===== config.mk =====
export PLATFORM = sky130hd
export DESIGN_NAME = mult_div_unit
export DESIGN_NICKNAME = d
export VERILOG_FILES = /design/src/rtl/mult_div_unit.sv
export SDC_FILE = /design/constraint.sdc
export NUM_CORES = 1
export LEC_CHECK = 0
export CORE_ASPECT_RATIO = 1.2
export CORE_MARGIN = 2
export CORE_UTILIZATION = 35
export DETAILED_ROUTE_END_ITERATION = 10
export SYNTH_ARGS = -nofsm -noshare
export SYNTH_HDL_FRONTEND = slang
export SYNTH_SLANG_ARGS = --single-unit
export TNS_END_PERCENT = 30

===== constraint.sdc =====
create_clock -name clk -period 15 [get_ports clk]
set_clock_uncertainty 0.2 [all_clocks]
set_input_delay 4.5 -clock clk [delete_from_list [all_inputs] [get_ports clk]]
set_output_delay 4.5 -clock clk [all_outputs]
set_load 0.02 [all_outputs]

===== src/rtl/mult_div_unit.sv =====
// Multi-cycle signed MULT (radix-2 Booth) / DIV (restoring) engine writing HI/LO. Latency: start in cycle 0 -> done pulse in cycle WIDTH+1.
// No backpressure: starts are only sampled in IDLE, otherwise dropped. MDU_DIV0_EXC_EN enables the early divide-by-zero exit and div_zero flag.
module mult_div_unit #(
    parameter int WIDTH = 32
) (
    input  logic             clk,
    input  logic             reset,
    input  logic             mult_start,
    input  logic             div_start,
    input  logic [WIDTH-1:0] op_a,
    input  logic [WIDTH-1:0] op_b,
    output logic [WIDTH-1:0] hi,
    output logic [WIDTH-1:0] lo,
    output logic             busy,
    output logic             done,
    output logic             div_zero
);

    localparam int CW = $clog2(WIDTH + 1);

    localparam logic [1:0] ST_IDLE = 2'd0;
    localparam logic [1:0] ST_MULT = 2'd1;
    localparam logic [1:0] ST_DIV  = 2'd2;
    localparam logic [1:0] ST_DONE = 2'd3;

    logic [1:0]       state;
    logic [CW-1:0]    count;
    logic [WIDTH-1:0] acc;
    logic [WIDTH-1:0] qreg;
    logic [WIDTH-1:0] mreg;
    logic             q_m1;
    logic             a_neg;
    logic             b_neg;
    logic             last_step;

    logic [WIDTH-1:0] abs_a;
    logic [WIDTH-1:0] abs_b;

    logic [WIDTH:0]   acc_x;
    logic [WIDTH:0]   m_x;
    logic [WIDTH:0]   booth_sum;
    logic [WIDTH-1:0] booth_acc;
    logic [WIDTH-1:0] booth_q;

    logic [WIDTH:0]   shifted;
    logic             div_ge;
    logic [WIDTH-1:0] div_acc;
    logic [WIDTH-1:0] div_q;
    logic [WIDTH-1:0] quo_fix;
    logic [WIDTH-1:0] rem_fix;
    logic [WIDTH-1:0] div_lo;
    logic [WIDTH-1:0] div_hi;

    assign abs_a     = op_a[WIDTH-1] ? -op_a : op_a;
    assign abs_b     = op_b[WIDTH-1] ? -op_b : op_b;
    assign last_step = (count == CW'(1));

    // Booth step at W+1 bits so the add/sub never loses the sign before the shift.
    always_comb begin
        acc_x = {acc[WIDTH-1], acc};
        m_x   = {mreg[WIDTH-1], mreg};
        case ({qreg[0], q_m1})
            2'b01:   booth_sum = acc_x + m_x;
            2'b10:   booth_sum = acc_x - m_x;
            default: booth_sum = acc_x;
        endcase
    end

    assign booth_acc = booth_sum[WIDTH:1];
    assign booth_q   = {booth_sum[0], qreg[WIDTH-1:1]};

    // Restoring step on magnitudes: acc holds the partial remainder, qreg shifts
    // the dividend out at the top and the quotient bits in at the bottom.
    assign shifted = {acc, qreg[WIDTH-1]};
    assign div_ge  = (shifted >= {1'b0, mreg});
    assign div_acc = div_ge ? (shifted[WIDTH-1:0] - mreg) : shifted[WIDTH-1:0];
    assign div_q   = {qreg[WIDTH-2:0], div_ge};
    assign quo_fix = (a_neg ^ b_neg) ? -div_q : div_q;
    assign rem_fix = a_neg ? -div_acc : div_acc;

`ifdef MDU_DIV0_EXC_EN
    logic div_zero_q;

    assign div_lo   = quo_fix;
    assign div_hi   = rem_fix;
    assign div_zero = div_zero_q;
`else
    logic [WIDTH-1:0] a_lat;

    // A zero divisor runs the full loop, then the result is overridden.
    assign div_lo   = (mreg == '0) ? '1 : quo_fix;
    assign div_hi   = (mreg == '0) ? a_lat : rem_fix;
    assign div_zero = 1'b0;
`endif

    always_ff @(posedge clk or negedge reset) begin
        if (!reset) begin
            state <= ST_IDLE;
            count <= '0;
            acc   <= '0;
            qreg  <= '0;
            mreg  <= '0;
            q_m1  <= 1'b0;
            a_neg <= 1'b0;
            b_neg <= 1'b0;
            hi    <= '0;
            lo    <= '0;
            busy  <= 1'b0;
            done  <= 1'b0;
`ifdef MDU_DIV0_EXC_EN
            div_zero_q <= 1'b0;
`else
            a_lat <= '0;
`endif
        end else begin
            done <= 1'b0;
`ifdef MDU_DIV0_EXC_EN
            div_zero_q <= 1'b0;
`endif
            case (state)
                ST_IDLE: begin
                    if (mult_start) begin
                        state <= ST_MULT;
                        busy  <= 1'b1;
                        count <= CW'(WIDTH);
                        acc   <= '0;
                        qreg  <= op_b;
                        mreg  <= op_a;
                        q_m1  <= 1'b0;
                    end else if (div_start) begin
`ifdef MDU_DIV0_EXC_EN
                        if (op_b == '0) begin
                            state      <= ST_DONE;
                            done       <= 1'b1;
                            div_zero_q <= 1'b1;
                        end else begin
`else
                        begin
                            a_lat <= op_a;
`endif
                            state <= ST_DIV;
                            busy  <= 1'b1;
                            count <= CW'(WIDTH);
                            acc   <= '0;
                            qreg  <= abs_a;
                            mreg  <= abs_b;
                            a_neg <= op_a[WIDTH-1];
                            b_neg <= op_b[WIDTH-1];
                        end
                    end
                end
                ST_MULT: begin
                    acc   <= booth_acc;
                    qreg  <= booth_q;
                    q_m1  <= qreg[0];
                    count <= count - CW'(1);
                    if (last_step) begin
                        state <= ST_DONE;
                        busy  <= 1'b0;
                        done  <= 1'b1;
                        hi    <= booth_acc;
                        lo    <= booth_q;
                    end
                end
                ST_DIV: begin
                    acc   <= div_acc;
                    qreg  <= div_q;
                    count <= count - CW'(1);
                    if (last_step) begin
                        state <= ST_DONE;
                        busy  <= 1'b0;
                        done  <= 1'b1;
                        hi    <= div_hi;
                        lo    <= div_lo;
                    end
                end
                default: begin
                    state <= ST_IDLE;
                end
            endcase
        end
    end

endmodule

==> metrics <==
status finished, final reports clean; Initial Util 35.3%; post-CTS resize count 0; CP peak stage delay 0.62 ns; setup violators final 0; postcts setup bufs 0; first-pass GRT wire length 107 mm; DIE WIDTH 211 um; family with the most delay on the worst path simple AND/OR/NAND/NOR gates; H-tree Lvls 1; Avg WL per Cell 23.7 um; max-slew violations 0; CP Data Required Time 15.26 ns; Tightest Pin Transition 1.27 ns; Startpoint Class input port; syn avg cell area 7.86 sq um; placeable core area 51,100 sq um; xor and xnor area share after synthesis 9.08%; commonest non-fill, non-tap cell in the layout nand2_1; DRT Pass-1 Iters 6; Die H 253 um; residual DRC count 0; Seq/Total Area, Yosys 28.3%; Max-cap violations 0; post-synthesis async set-or-reset flop share 100%; Post-Synth Adder-Cell Area 5.50%; Overflow after GRT 0; fin area 20,600 sq um; Register-to-Register Setup Slack 8.82 ns; TritonCTS Sinks 204; pin count of the biggest net entering global routing 80; Port Buffers 133; initial antenna violation count 4; complex-gate fraction of the synthesized area 30.0%; clock tree buffer depth 3; simple-gate portion of the synthesized area 18.0%; layout cell share with drive strength beyond 1 6.14%; min Tclk post-route 8.09 ns; ANT nets after route 0; critical-path cell list clkdlybuf4s50_1 -> or4_1 -> or4_1 -> nand2b_1 -> or4_4 -> nand2b_1 -> or4_1 -> nand2b_1 -> o31ai_2 -> xnor2_1 -> o22ai_1 -> a21oi_1; Site Rows 91; Post-synth EDFFs 0; mux cell area share after synthesis 3.82%; hold-fix buffers at CTS 0; Buf/Inv on CP 1; Most used DFF post-synth dfrtp_1; Syn Nets 2,439; Pwr Density 244 nW/um^2; Pleak 8.26 nW; final hold violation count 0; vias in the first global route 17,638; Mapped Area 18,000 sq um; main combinational cell family by area after synthesis compound AO/OA/AOI/OAI gates; number of fill cells 5,200; Seq cells post-synth 204; Slew HR 15.0%; Max Fanout on Critical Path 5; Die ar. 53,400 sq um; Setup CP Type in2reg; Reg area 5100 sq um; worst min path class reg2reg; DR vias/cell 6.16; clock tree from TritonCTS yes; Worst-Skew Late Latency 0.54 ns; Crit-path slowest cell or4_1; cell count after synthesis 2,293; Clock Tree Root clkbuf_16; Final nets 2,458; VDD IR-drop max 0.0943 mV; Crit. End Element flip-flop; Fin Setup TNS 0 ns; Detailed Place HPWL 53.6 mm; most frequent cells in the layout 272 x nand2_1, 204 x dfrtp_1, 179 x nor2_1; Fmax achieved 124 MHz; vias 18,369; Cell Area, Placed 19,800 sq um; multi-input logic area 12,000 sq um; Detailed Route Iter0 Violations 1,909; Cell variety after synth 92; RSZ-0062 raised after global routing false; IO Count 135; CP arrival 8.35 ns; Layout area overhead 14.3%; clk slew on worst S/H paths 0.06 ns; RePlAce Congestion 0.974; gr usage total 26.0%; YS warnings 0; CTS Buf Count 25; crit share post-route 53.9%; Total Routed Length 70.6 mm
==> area by class of cell <==
class	instances	area share, %
Antenna cell	2	0.0243
Clock buffer	35	3.41
Clock inverter	9	0.613
Inverter	77	1.40
Multi-Input combinational cell	1843	58.3
Sequential cell	204	24.8
Tap cell	651	3.95
Timing Repair Buffer	161	7.48
==> state kept, by name, summed over array words and instances, names as in the netlist <==
register / flops
a_lat: 31
busy: 1
acc: 32
b_neg: 1
a_neg: 1
state: 2
hi: 32
q_m1: 1
mreg: 32
lo: 32
count: 6
done: 1
qreg: 32
==> power by group <==
part | internal (W) | switching, W
logic | 0.00123 | 0.00205
clock network | 0.000377 | 0.000254
registers | 0.000758 | 0.000367
==> layer usage <==
| layer | part of all wire [%] | up-vias | wire [um] | GRT usage, % |
|---|---|---|---|---|
| li1 | - | 8507 | - | - |
| met1 | 42 | 8959 | 29600 | 34.1 |
| met2 | 46 | 740 | 32400 | 42.4 |
| met3 | 7.1 | 161 | 4980 | 3.96 |
| met4 | 5.0 | 2 | 3550 | 11.1 |
| met5 | 0.018 | - | 13 | 0 |
==> final timing paths <==
kind	startpoint	end	depth (start not counted)
min	hi[0]$_DFFE_PN0P_	hi[0]$_DFFE_PN0P_	2
max in group asynchronous	reset	acc[9]$_DFFE_PN0P_	3
min reg2reg	hi[0]$_DFFE_PN0P_	hi[0]$_DFFE_PN0P_	2
max	op_b[0]	mreg[29]$_DFFE_PN0P_	12
min in group asynchronous	reset	lo[20]$_DFFE_PN0P_	1
max reg2reg	mreg[9]$_DFFE_PN0P_	hi[28]$_DFFE_PN0P_	15
==> cells by family (layout without fill, tap and decap cells) <==
kind of cell             Yosys count  count (layout)
buffers and inverters            246             282
flip-flops                       204             204
adder cells (fa/ha/maj)           78              78
other                              1               3
AND/OR/NAND/NOR                  696             696
XOR/XNOR                         187             187
AO/OA/AOI/OAI                    817             817
multiplexers                      64              64
==> tightest hold or removal path, delay by kind of cell, from the launching register on <==
family / cells / cell delay [ns]
compound gates: 1 / 0.06
flops: 1 / 0.34
simple gates: 1 / 0.04
==> stage by stage <==
step | power (W) | instances | hold WS, ns | utilization (%) | worst slack (ns)
6_report | 0.00504 | 2982 | 0.279 | 40.3 | 6.91
5_1_grt | 0.00538 | 2980 | 0.303 | 40.3 | 6.63
4_1_cts | 0.00498 | 2980 | 0.283 | 40.3 | 6.93
3_5_place_dp | 0.00434 | 2936 | 0.270 | 38.7 | 6.38
3_3_place_gp | 0.00431 | 2936 | 0.263 | 38.7 | 6.39
2_1_floorplan | 0.00329 | 2293 | 0.250 | - | 7.24
==> cells in the mapped netlist, types with 57 or more instances <==
library cell | number | area share (%)
a21oi_1 | 168 | 4.7
o22ai_1 | 57 | 2.0
clkbuf_1 | 151 | 3.1
o31ai_1 | 90 | 3.7
ha_1 | 76 | 5.3
inv_1 | 74 | 1.5
nand2_1 | 272 | 5.7
nor2_1 | 179 | 3.7
xor2_1 | 80 | 3.9
xnor2_1 | 107 | 5.2
dfrtp_1 | 204 | 28
o21ai_0 | 176 | 4.9
(Power assumes the default switching activity.)
